[config.mk]
export PLATFORM = sky130hd
export DESIGN_NAME = ibex_host_arb
export DESIGN_NICKNAME = d
export VERILOG_FILES = /design/src/rtl/ibex_host_arb.sv
export SDC_FILE = /design/constraint.sdc
export NUM_CORES = 1
export LEC_CHECK = 0
export BUFFER_PORTS_ARGS = -buffer_cell sky130_fd_sc_hd__buf_2
export CAP_MARGIN = 30
export CORE_AREA = 2 2 167 169
export DETAILED_ROUTE_END_ITERATION = 10
export DIE_AREA = 0 0 169 171
export PLACE_DENSITY = 0.45
export SLEW_MARGIN = 30
export SYNTH_ARGS = -nofsm -noshare
export SYNTH_HDL_FRONTEND = slang
export SYNTH_SLANG_ARGS = --single-unit
[constraint.sdc]
create_clock -name clk -period 3.15 [get_ports clk]
set_clock_uncertainty 0.1 [all_clocks]
set_input_delay 0.1575 -clock clk [delete_from_list [all_inputs] [get_ports clk]]
set_output_delay 0.1575 -clock clk [all_outputs]
set_load 0.01 [all_outputs]
[src/rtl/ibex_host_arb.sv]
// Round-robin arbiter sharing one Ibex host port between N_REQ Ibex-protocol requesters,
// with an in-order owner FIFO that routes each response back to the requester that issued it.
module ibex_host_arb #(
  parameter int N_REQ   = 4,
  parameter int MAX_OUT = 4,
  parameter int AW      = 32,
  parameter int DW      = 32
) (
  input  logic                    clk,
  input  logic                    rstn,
  input  logic [N_REQ-1:0]        req_i,
  input  logic [N_REQ*AW-1:0]     addr_i,
  input  logic [N_REQ-1:0]        we_i,
  input  logic [N_REQ*DW/8-1:0]   be_i,
  input  logic [N_REQ*DW-1:0]     wdata_i,
  output logic [N_REQ-1:0]        gnt_o,
  output logic [N_REQ-1:0]        rvalid_o,
  output logic [N_REQ-1:0]        err_o,
  output logic [DW-1:0]           rdata_o,
  output logic                    host_req_o,
  output logic [AW-1:0]           host_addr_o,
  output logic                    host_we_o,
  output logic [DW/8-1:0]         host_be_o,
  output logic [DW-1:0]           host_wdata_o,
  input  logic                    host_gnt_i,
  input  logic                    host_rvalid_i,
  input  logic                    host_err_i,
  input  logic [DW-1:0]           host_rdata_i,
  output logic                    unexp_rsp_o
);

  localparam int IDW = (N_REQ > 1) ? $clog2(N_REQ) : 1;
  localparam int PW  = (MAX_OUT > 1) ? $clog2(MAX_OUT) : 1;
  localparam int CW  = $clog2(MAX_OUT + 1);
  localparam int BW  = DW / 8;

  typedef enum logic {
    ST_FREE,
    ST_LOCKED
  } state_e;

  state_e           state_q;
  logic [IDW-1:0]   ptr_q;
  logic [IDW-1:0]   sel_q;
  logic [CW-1:0]    cnt_q;
  logic [PW-1:0]    wr_ptr_q;
  logic [PW-1:0]    rd_ptr_q;
  logic             unexp_q;
  logic [IDW-1:0]   fifo_q [MAX_OUT];

  logic [IDW-1:0]   free_win;
  logic             found;
  logic [IDW-1:0]   win;
  logic [IDW-1:0]   head;
  logic [IDW-1:0]   ptr_next;
  logic [PW-1:0]    wr_next;
  logic [PW-1:0]    rd_next;
  logic             full;
  logic             grant;
  logic             pop;

  // First requesting index at or after ptr_q, wrapping around.
  always_comb begin
    free_win = '0;
    found    = 1'b0;
    for (int k = 0; k < N_REQ; k++) begin
      if (!found && req_i[(int'(ptr_q) + k) % N_REQ]) begin
        found    = 1'b1;
        free_win = IDW'((int'(ptr_q) + k) % N_REQ);
      end
    end
  end

  assign win  = (state_q == ST_LOCKED) ? sel_q : free_win;
  assign full = (cnt_q == CW'(MAX_OUT));
  assign head = fifo_q[rd_ptr_q];

  assign host_req_o   = ((state_q == ST_FREE) ? |req_i : 1'b1) & ~full;
  assign host_addr_o  = addr_i[int'(win)*AW +: AW];
  assign host_we_o    = we_i[win];
  assign host_be_o    = be_i[int'(win)*BW +: BW];
  assign host_wdata_o = wdata_i[int'(win)*DW +: DW];

  assign grant = host_gnt_i & host_req_o;
  assign pop   = host_rvalid_i & (cnt_q != '0);

  assign rdata_o     = host_rdata_i;
  assign unexp_rsp_o = unexp_q;

  assign ptr_next = (int'(win) == N_REQ - 1) ? '0 : win + 1'b1;
  assign wr_next  = (int'(wr_ptr_q) == MAX_OUT - 1) ? '0 : wr_ptr_q + 1'b1;
  assign rd_next  = (int'(rd_ptr_q) == MAX_OUT - 1) ? '0 : rd_ptr_q + 1'b1;

  always_comb begin
    gnt_o          = '0;
    rvalid_o       = '0;
    err_o          = '0;
    gnt_o[win]     = grant;
    rvalid_o[head] = pop;
    err_o[head]    = pop & host_err_i;
  end

  // The winner is frozen once the host stalls, so fields stay stable until grant.
  always_ff @(posedge clk or negedge rstn) begin
    if (!rstn) begin
      state_q  <= ST_FREE;
      ptr_q    <= '0;
      sel_q    <= '0;
      cnt_q    <= '0;
      wr_ptr_q <= '0;
      rd_ptr_q <= '0;
      unexp_q  <= 1'b0;
    end else begin
      case (state_q)
        ST_FREE: begin
          if (host_req_o && !host_gnt_i) begin
            state_q <= ST_LOCKED;
            sel_q   <= free_win;
          end
        end
        ST_LOCKED: begin
          if (grant) begin
            state_q <= ST_FREE;
          end
        end
        default: state_q <= ST_FREE;
      endcase

      if (grant) begin
        ptr_q    <= ptr_next;
        wr_ptr_q <= wr_next;
      end
      if (pop) begin
        rd_ptr_q <= rd_next;
      end

      if (grant && !pop) begin
        cnt_q <= cnt_q + 1'b1;
      end else if (!grant && pop) begin
        cnt_q <= cnt_q - 1'b1;
      end

      if (host_rvalid_i && (cnt_q == '0)) begin
        unexp_q <= 1'b1;
      end
    end
  end

  // Owner storage needs no reset; only entries between the pointers are ever read.
  always_ff @(posedge clk) begin
    if (grant) begin
      fifo_q[wr_ptr_q] <= win;
    end
  end

endmodule

==> results by group, run 1 <==
Die
  • DIE AREA: 0.02890 mm2
  • Core region area: 0.02732 mm2
  • Initial Util: 12.57%
  • Rows: 61
  • # IOs: 432
  • DIE HEIGHT: 171 um
  • Die X: 169 um

Timing
  • Final Max Tran Viols: 0
  • Worst-margin pin slew: 506.7 ps
  • Crit path time final: 2696 ps
  • Max_slew headroom: 66.22%
  • Fin crit share: 85.59%
  • # setup viols final: 0
  • Max Fclk: 370.9 MHz
  • RSZ-0062 raised after global routing: false
  • Final Hold Fails: 0
  • Total negative slack: 0 ps

Global routing
  • Initial antenna violation count: 4
  • Largest net degree at the start of global routing: 80
  • GR Util All Layers: 10.19%
  • Number of global-route vias before repair: 4596
  • First-pass GRT wire length: 23.58 mm
  • Overflow after GRT: 0

Critical path
  • Critical path type: flop to output pin
  • Arrival time at the worst endpoint: 2440 ps
  • CP top delay family: compound AO/OA/AOI/OAI gates
  • Worst setup EP type: output pin
  • CP peak stage delay: 490 ps
  • Worst-path cell chain: nand2_1 -> a2111oi_2 -> nor3_4 -> inv_4 -> buf_12 -> a21oi_1 -> a22oi_1 -> buf_2
  • Startpoint Class: flop
  • Buf+Inv Stages, Crit Path: 3
  • CP Max Fanout: 74
  • Crit path max-delay cell type: a2111oi_2
  • Critical path required time: 2890 ps

Logic synthesis
  • Largest family of logic cells by synthesized area: compound AO/OA/AOI/OAI gates
  • Syn Area/Cell: 6.372 um2
  • #FFs+latches synth: 21
  • Synth top area cells: a21oi_1, nand2_1, a22oi_1
  • Adder-Cell Fraction of Synth Area: 4.226%
  • Complex-gate fraction of the synthesized area: 38.36%
  • Mapped Nets: 867
  • Syn Std Cell Area: 0.003435 mm2
  • Synth top area share: 20.26%
  • Unique cell type count in the Yosys netlist: 35
  • Post-Synth XOR/XNOR Area: 0.7650%
  • Sequential area share after synthesis: 16.47%
  • Synth area leader: a21oi_1
  • Multiplexer share of the synthesized area: 2.295%
  • Yosys warns: 0
  • Post-Synthesis Cells: 539
  • Simple-gate share of the synthesized area: 23.02%

Routing
  • Drt wl/cell: 14.06 um
  • DR vias: 5139
  • Antenna Violating Nets Remaining: 0
  • Drt initial violations: 306
  • Residual DRC: 0
  • DRT Pass-1 Iters: 5
  • Vias per cell: 4.315
  • Drt total wl: 16.74 mm

Clock network
  • CTS Buf Count: 3
  • CTS Hold Bufs: 1
  • # clock sinks: 21
  • CTS Buffer Depth: 2
  • Cts repair resizes: 0
  • Worst skew pair latency: 250 ps
  • TritonCTS clock tree: built
  • H-tree levels: 1
  • Worst-path clk slew: 60 ps
  • Post-CTS Repair Setup Buffers: 0
  • CTS root buf: clkbuf_16

Layout
  • Post-route insts no fill: 1191
  • Reg area: 565.5 um2
  • Share of layout cells above drive strength 1: 46.74%
  • Fillers: 3114
  • Fin nets: 1172
  • Area grow syn2layout: 59.89%
  • Area of the multi-input gates: 0.002359 mm2

Placed design
  • Detailed-placement wirelength estimate: 13.60 mm
  • Placed Cells: 1184
  • Routability cong.: 0.7718
  • Port bufs: 367

Power and ir drop
  • Pwr Density: 1009 mW/mm2
  • Maximum vdd drop: 0.4032 mV
  • LEAKAGE: 0.002843 uW

Job
  • Max-Cap Viols: 0

Worst hold path
  • Hold Path Class: primary input to flop

Status
  • Status: finished clean
power by group:
part / internal [uW] / switching (uW)
clock network: 170 / 97.4
logic: 1920 / 2840
registers: 415 / 95.8
total: 2500 / 3040
metrics by stage:
stage	hold slack (ps)	power, uW	worst slack, ps	util (%)	area (um2)
detailed placement	-19.65	5304	733.1	19.75	5396
global route	29.30	6118	277.1	20.08	5487
floorplan	-238.1	3643	775.4	-	3435
global placement	-18.22	5324	730.1	19.75	5396
finish	25.44	5541	454.0	20.10	5492
CTS	23.48	5602	462.2	20.08	5487
cell families after synthesis:
kind of cell	count (synthesis)
buffers and inverters	87
multiplexers	5
adder cells (fa/ha/maj)	11
AND/OR/NAND/NOR	192
XOR/XNOR	3
AO/OA/AOI/OAI	220
flip-flops	21
layer usage:
layer | global-route usage [%] | routed length [um]
met5 | 0 | 13
met4 | 2.044 | 303
met1 | 11.63 | 6238
met2 | 19.24 | 8504
met3 | 2.475 | 1683
flip-flops by register name (all words and copies together) (netlist names), named ones only:
register	flops
cnt_q	3
fifo_q	8
ptr_q	2
rd_ptr_q	2
sel_q	2
unexp_rsp_o	1
wr_ptr_q	2
worst paths after layout:
check	start	end	slack, ps	cells past startpoint
setup / recovery	ptr_q[1]	host_addr_o[8]	450	8
hold / removal	host_rvalid_i	unexp_rsp_o	30	2
setup reg to reg	cnt_q[0]	cnt_q[1]	730	9
hold reg to reg	unexp_rsp_o	unexp_rsp_o	350	1
max in group asynchronous	rstn	rd_ptr_q[0]	2450	2
min in group asynchronous	rstn	sel_q[0]	250	2
Yosys cell counts:
master	count
nand2_1	152
a21oi_1	139
a22oi_1	69
buf_4	44
clkbuf_1	21
nor2_1	14
dfrtp_1	13
ha_1	10
buf_2	9
and3_1	8
edfxtp_1	8
inv_1	6
nor2b_1	5
nor3_1	5
buf_1	4
o21ai_0	4
mux2_2	3
nand2b_1	3
a21o_1	2
inv_2	2
mux4_2	2
o21a_1	2
xor2_1	2
a2111oi_2	1
a211oi_1	1
buf_6	1
fa_1	1
nor3_4	1
nor3b_1	1
o21ba_2	1
o31ai_4	1
or2_1	1
or2_2	1
or3_1	1
xnor2_1	1
layout by cell type, fill, tap and decap left out, types with 2 or more instances in the layout:
cell | synthesis | routed
edfxtp_1 | 8 | 8
a21o_1 | 2 | 2
buf_2 | 9 | 367
inv_1 | 6 | 6
buf_12 | 0 | 7
dfrtp_1 | 13 | 13
clkbuf_16 | 0 | 3
nor2_1 | 14 | 14
diode_2 | 0 | 2
mux4_2 | 2 | 2
nor2b_1 | 5 | 5
buf_4 | 44 | 4
xor2_1 | 2 | 2
nand2b_1 | 3 | 3
and3_1 | 8 | 8
a22oi_1 | 69 | 69
ha_1 | 10 | 10
nand2_1 | 152 | 152
nor3_1 | 5 | 5
mux2_2 | 3 | 3
o21ai_0 | 4 | 4
a21oi_1 | 139 | 139
o21a_1 | 2 | 2
layout make-up:
type / count / share of cell area [%]
antenna: 2 / 0.09114
clock buffer: 3 / 1.367
clock inverter: 1 / 0.09114
inverter: 8 / 0.5924
multi-input combinational: 431 / 42.95
sequential: 21 / 10.30
tap: 346 / 7.883
timing repair buffer: 379 / 36.73
Note: power is estimated with default switching activity, not from simulation.
==> run 2, diff against run 1 <==
--- a/config.mk
+++ b/config.mk
@@ -10,6 +10,7 @@
 export CORE_AREA = 2 2 167 169
 export DETAILED_ROUTE_END_ITERATION = 10
 export DIE_AREA = 0 0 169 171
+export MAX_ROUTING_LAYER = met4
 export PLACE_DENSITY = 0.45
 export SLEW_MARGIN = 30
 export SYNTH_ARGS = -nofsm -noshare
==> run 2 against run 1 <==
Effect of this change:
- wire length is 0.36% higher
- critical path type unchanged
- largest power group unchanged
- via count fell by 0.51%
- first-iteration DRC count decreased by 1.3%
- highest routed layer is now met4
- critical endpoint unchanged
- worst setup slack improved by 9.8 ps
- final area about the same
==> results by group, run 2 (synthesized netlist as in run 1, its figures left out) <==
Routing
  • Drt total wl: 16.80 mm (was 16.74 mm)
  • Vias per cell: 4.289 (was 4.315)
  • DRT Pass-1 Iters: 5 (unchanged)
  • Drt initial violations: 302 (was 306)
  • DR vias: 5113 (was 5139)
  • Residual DRC: 0 (unchanged)
  • Antenna Violating Nets Remaining: 0 (unchanged)
  • Drt wl/cell: 14.10 um (was 14.06 um)

Die
  • Rows: 61 (unchanged)
  • # IOs: 432 (unchanged)
  • DIE AREA: 0.02890 mm2 (unchanged)
  • Core region area: 0.02732 mm2 (unchanged)
  • Die X: 169 um (unchanged)
  • DIE HEIGHT: 171 um (unchanged)
  • Initial Util: 12.57% (unchanged)

Layout
  • Final Instance Area: 0.005494 mm2 (was 0.005492 mm2)
  • Top Registers: fifo_q x8, cnt_q x3 (unchanged)
  • Fin nets: 1172 (unchanged)
  • Largest Register: fifo_q (unchanged)
  • Area grow syn2layout: 59.96% (was 59.89%)
  • Share of layout cells above drive strength 1: 46.74% (unchanged)
  • Most frequent cells in the layout: buf_2, nand2_1, a21oi_1 (unchanged)
  • Most common cell after layout, fill and taps aside: buf_2 (unchanged)
  • Max FFs per register: 8 (unchanged)

Critical path
  • Worst reg2reg setup slack: 730 ps (about the same)
  • Reg-to-Reg Start: cnt_q[0] (unchanged)
  • Arrival time at the worst endpoint: 2430 ps (was 2440 ps)
  • Critical path required time: 2890 ps (about the same)
  • Critical path type: flop to output pin (unchanged)
  • Reg2reg end: cnt_q[1] (unchanged)
  • R2R depth: 9 (unchanged)
  • Worst setup EP type: output pin (unchanged)
  • Startpoint Class: flop (unchanged)
  • CP Max Fanout: 74 (unchanged)

Status
  • Status: finished clean (unchanged)

Clock network
  • Worst skew pair latency: 250 ps (about the same)
  • CTS root buf: clkbuf_16 (unchanged)
  • Post-CTS Repair Setup Buffers: 0 (unchanged)
  • TritonCTS clock tree: built (unchanged)
  • CTS Buf Count: 3 (unchanged)
  • H-tree levels: 1 (unchanged)
  • Worst-path clk slew: 60 ps (about the same)
  • Cts repair resizes: 0 (unchanged)
  • # clock sinks: 21 (unchanged)
  • CTS Buffer Depth: 2 (unchanged)

Timing
  • # setup viols final: 0 (unchanged)
  • RSZ-0062 raised after global routing: false (unchanged)
  • Max_slew headroom: 66.09% (was 66.22%)
  • Final worst slack: 463.8 ps (was 454.0 ps)
  • Fin Hold WS: 25.33 ps (was 25.44 ps)
  • Crit path time final: 2686 ps (was 2696 ps)
  • Total negative slack: 0 ps (unchanged)
  • Max Fclk: 372.3 MHz (was 370.9 MHz)
  • Fin crit share: 85.28% (was 85.59%)
  • Worst-margin pin slew: 508.7 ps (was 506.7 ps)
  • Final Hold Fails: 0 (unchanged)
  • Final Max Tran Viols: 0 (unchanged)

Placed design
  • Area post-placement: 0.005396 mm2 (unchanged)
  • Detailed-placement wirelength estimate: 13.60 mm (unchanged)
  • DP Worst Slack: 733.1 ps (unchanged)
  • Routability cong.: 0.7823 (was 0.7718)
  • Port bufs: 367 (unchanged)

Job
  • Max-Cap Viols: 0 (unchanged)

Power and ir drop
  • Pwr Density: 1009 mW/mm2 (about the same)
  • Maximum vdd drop: 0.4033 mV (was 0.4032 mV)
  • LEAKAGE: 0.002843 uW (about the same)
  • Power, Total: 5543 uW (was 5541 uW)

Worst hold path
  • Hold path cells: 2 (unchanged)
  • Min-Delay Startpoint: host_rvalid_i (unchanged)
  • WHS Endpoint: unexp_rsp_o (unchanged)
  • Hold Path Class: primary input to flop (unchanged)

Global routing
  • GR Util All Layers: 10.49% (was 10.19%)
  • Initial antenna violation count: 4 (unchanged)
  • Number of global-route vias before repair: 4597 (was 4596)
  • First-pass GRT wire length: 23.58 mm (about the same)
  • Overflow after GRT: 0 (unchanged)
  • Largest net degree at the start of global routing: 80 (unchanged)
-- run 2: cell types whose count changed in the layout (fill, tap and decap cells not counted) --
cell	delta
diode_2	+1
-- run 2: routing by layer --
metal / share of wire (%) / GRT usage (%) / vias to the layer above
met5: 0 / - / -
met4: 1.8 / 2.044 / 0
met3: 9.3 / 2.359 / 24
met2: 51 / 19.23 / 289
met1: 38 / 11.71 / 2324
li1: - / - / 2476
-- run 2: how the worst max path moves through the flow --
stage	slack [ps]	endpoint	cells after the start	from
CTS	460	host_addr_o[8]	8	ptr_q[1]
global route	280	host_wdata_o[5]	9	ptr_q[1]
global placement	730	host_addr_o[8]	8	ptr_q[1]
finish	460	host_addr_o[8]	8	ptr_q[1]
floorplan	780	cnt_q[2]	11	cnt_q[2]
detailed placement	730	cnt_q[1]	9	cnt_q[0]
-- run 2: critical path, cell delays in order (launching register included) --
cell and delay [ps]:
dfrtp_1 430, nand2_1 110, a2111oi_2 490, nor3_4 140, inv_4 140, buf_12 270, a21oi_1 120, a22oi_1 240
buf_2 190
-- run 2: what timing repair did --
action | CTS | global route
hold endpoints to repair | 13 | 0
setup endpoints to repair | 0 | 0
hold buffers | 1 | 0
-- run 2: area by class of cell --
type / count / area, um2
fillers: 3113 / 21830
multi-input cells: 431 / 2359
repair buffers: 379 / 2017
flip-flops and latches: 21 / 565.5
well taps: 346 / 432.9
clock buffers: 3 / 75.07
inverters: 8 / 32.53
diodes: 3 / 7.507
clock inverters: 1 / 5.005
-- run 2: power breakdown --
group	switching (uW)	total, uW	leakage, uW	internal (uW)
clock network	97.3	268	0.0000409	170
registers	95.5	510	0.000227	415
logic	2850	4760	0.00258	1920
total	3040	5540	0.00284	2500
-- run 2: through the flow --
stage	utilization, %	instances
6_report	20.11	1192
5_1_grt	20.11	1192
4_1_cts	20.08	1189
3_5_place_dp	19.75	1184
3_3_place_gp	19.75	1184
2_1_floorplan	-	539
==> run 3, diff against run 2 <==
--- a/config.mk
+++ b/config.mk
@@ -11,7 +11,7 @@
 export DETAILED_ROUTE_END_ITERATION = 10
 export DIE_AREA = 0 0 169 171
 export MAX_ROUTING_LAYER = met4
-export PLACE_DENSITY = 0.45
+export PLACE_DENSITY = 0.38
 export SLEW_MARGIN = 30
 export SYNTH_ARGS = -nofsm -noshare
 export SYNTH_HDL_FRONTEND = slang
==> run 3 against run 2 <==
Effect of this change:
- register-to-register slack improved by 60 ps
- final area up 0.36%
- fmax down 6.5%
- worst hold slack got worse by 5.1 ps
- core utilization grew 0.073 points
- wire length up 10%
- critical path depth is 1 lower
- first-iteration DRC count is 31% lower
- non-clock buffer count rose by 6
- critical path type unchanged
- largest cell class unchanged
- largest power group unchanged
- highest routed layer unchanged
==> results by group, run 3 (synthesized netlist as in run 1, its figures left out) <==
Placed design
  • Routability cong.: 0.7574 (was 0.7823)
  • Detailed-placement wirelength estimate: 14.77 mm (was 13.60 mm)
  • Port bufs: 367 (unchanged)

Die
  • Core region area: 0.02732 mm2 (unchanged)
  • Initial Util: 12.57% (unchanged)
  • # IOs: 432 (unchanged)
  • Rows: 61 (unchanged)
  • DIE HEIGHT: 171 um (unchanged)
  • Die X: 169 um (unchanged)
  • DIE AREA: 0.02890 mm2 (unchanged)

Layout
  • Area grow syn2layout: 60.55% (was 59.96%)
  • Fin util: 20.18% (was 20.11%)
  • Top Registers: fifo_q x8, cnt_q x3 (unchanged)
  • Most frequent cells in the layout: buf_2, nand2_1, a21oi_1 (unchanged)
  • Fillers: 3166 (was 3113)
  • Most common cell after layout, fill and taps aside: buf_2 (unchanged)
  • Largest Register: fifo_q (unchanged)
  • Fin nets: 1178 (was 1172)
  • Max FFs per register: 8 (unchanged)
  • Share of layout cells above drive strength 1: 47.11% (was 46.74%)

Routing
  • DRT Pass-1 Iters: 4 (was 5)
  • Residual DRC: 0 (unchanged)
  • Top sig layer: met4 (unchanged)
  • Vias per cell: 4.255 (was 4.289)
  • DR WL met3: 1.531 mm (was 1.562 mm)
  • Metal2 WL: 9.076 mm (was 8.529 mm)
  • DR vias: 5098 (was 5113)
  • DRT met1 WL: 7.588 mm (was 6.409 mm)
  • Drt wl/cell: 15.45 um (was 14.10 um)
  • Drt total wl: 18.51 mm (was 16.80 mm)
  • Drt initial violations: 207 (was 302)
  • Antenna Violating Nets Remaining: 0 (unchanged)

Global routing
  • Initial antenna violation count: 3 (was 4)
  • Largest net degree at the start of global routing: 145 (was 80)
  • Overflow after GRT: 0 (unchanged)
  • First-pass GRT wire length: 26.04 mm (was 23.58 mm)
  • Number of global-route vias before repair: 4783 (was 4597)
  • GR Util All Layers: 11.76% (was 10.49%)

Critical path
  • Worst setup EP type: output pin (unchanged)
  • CP Max Fanout: 144 (was 74)
  • Startpoint Class: flop (unchanged)
  • Critical path required time: 2890 ps (about the same)
  • R2R depth: 10 (was 9)
  • Critical path type: flop to output pin (unchanged)
  • Arrival time at the worst endpoint: 2620 ps (was 2430 ps)
  • Worst reg2reg setup slack: 790 ps (was 730 ps)
  • Reg2reg end: cnt_q[2] (was cnt_q[1])

Clock network
  • H-tree levels: 1 (unchanged)
  • Worst skew pair latency: 260 ps (was 250 ps)
  • Post-CTS Repair Setup Buffers: 0 (unchanged)
  • Worst-path clk slew: 60 ps (about the same)
  • TritonCTS clock tree: built (unchanged)
  • CTS Buf Count: 3 (unchanged)
  • CTS Buffer Depth: 2 (unchanged)
  • CTS root buf: clkbuf_16 (unchanged)
  • # clock sinks: 21 (unchanged)

Timing
  • Fin Hold WS: 20.28 ps (was 25.33 ps)
  • Total negative slack: 0 ps (unchanged)
  • Final Hold Fails: 0 (unchanged)
  • RSZ-0062 raised after global routing: false (unchanged)
  • Crit path time final: 2874 ps (was 2686 ps)
  • Final Max Tran Viols: 0 (unchanged)
  • Max_slew headroom: 45.18% (was 66.09%)
  • # setup viols final: 0 (unchanged)
  • Worst-margin pin slew: 822.3 ps (was 508.7 ps)
  • Fin crit share: 91.24% (was 85.28%)
  • Max Fclk: 348.0 MHz (was 372.3 MHz)

Worst hold path
  • WHS Endpoint: unexp_rsp_o (unchanged)
  • Min-Delay Startpoint: host_rvalid_i (unchanged)
  • Hold Path Class: primary input to flop (unchanged)
  • Hold path cells: 2 (unchanged)

Power and ir drop
  • Power, Total: 5651 uW (was 5543 uW)
  • LEAKAGE: 0.002862 uW (was 0.002843 uW)
  • Pwr Density: 1025 mW/mm2 (was 1009 mW/mm2)
  • Maximum vdd drop: 0.5195 mV (was 0.4033 mV)

Job
  • Max-Cap Viols: 0 (unchanged)

Status
  • Status: finished clean (unchanged)
==> run 3: worst max path at each step <==
stage | cells after the start | endpoint | from
floorplan | 11 | cnt_q[2] | cnt_q[2]
global placement | 9 | host_wdata_o[13] | ptr_q[1]
detailed placement | 9 | host_wdata_o[13] | ptr_q[1]
CTS | 9 | host_wdata_o[13] | ptr_q[1]
global route | 9 | host_wdata_o[13] | ptr_q[1]
finish | 7 | host_wdata_o[13] | ptr_q[0]
==> run 3: what timing repair did <==
action	in CTS	in global routing
setup endpoints to repair	0	0
hold endpoints to repair	13	0
resized for setup	0	0
hold buffers	1	0
==> run 3: layout make-up <==
class / count / area [um2] / share of cell area, %
multi-input cells: 431 / 2359 / 42.77
clock inverters: 1 / 5.005 / 0.09076
diodes: 3 / 7.507 / 0.1361
repair buffers: 385 / 2037 / 36.94
flip-flops and latches: 21 / 565.5 / 10.26
well taps: 346 / 432.9 / 7.851
clock buffers: 3 / 75.07 / 1.361
inverters: 8 / 32.53 / 0.5900
==> run 3: routing by layer <==
| layer | track usage, % | vias to the layer above |
|---|---|---|
| li1 | - | 2488 |
| met1 | 14.12 | 2315 |
| met2 | 20.56 | 267 |
| met3 | 2.267 | 28 |
| met4 | 2.415 | 0 |
| met5 | - | - |
==> run 3: through the flow <==
stage | std cells | setup WS (ps) | area, um2
2_1_floorplan | 539 | 775.4 | 3435
3_3_place_gp | 1190 | 586.9 | 5416
3_5_place_dp | 1190 | 587.4 | 5416
4_1_cts | 1195 | 278.4 | 5507
5_1_grt | 1198 | 143.8 | 5514
6_report | 1198 | 276.1 | 5514
==> run 3: worst max-delay path, cell delays in order, from the launching register on <==
cell and delay (ps):
dfrtp_1 390, nor2b_1 250, a2111oi_2 90, nor3_4 300
buf_12 370, a21oi_1 190, a22oi_1 290, buf_2 180
==> run 3: report_power, final <==
part           internal (uW)  switching (uW)  total (uW)
sequential               415            93.8         509
combinational           1940            2930        4870
clock                    171             102         273
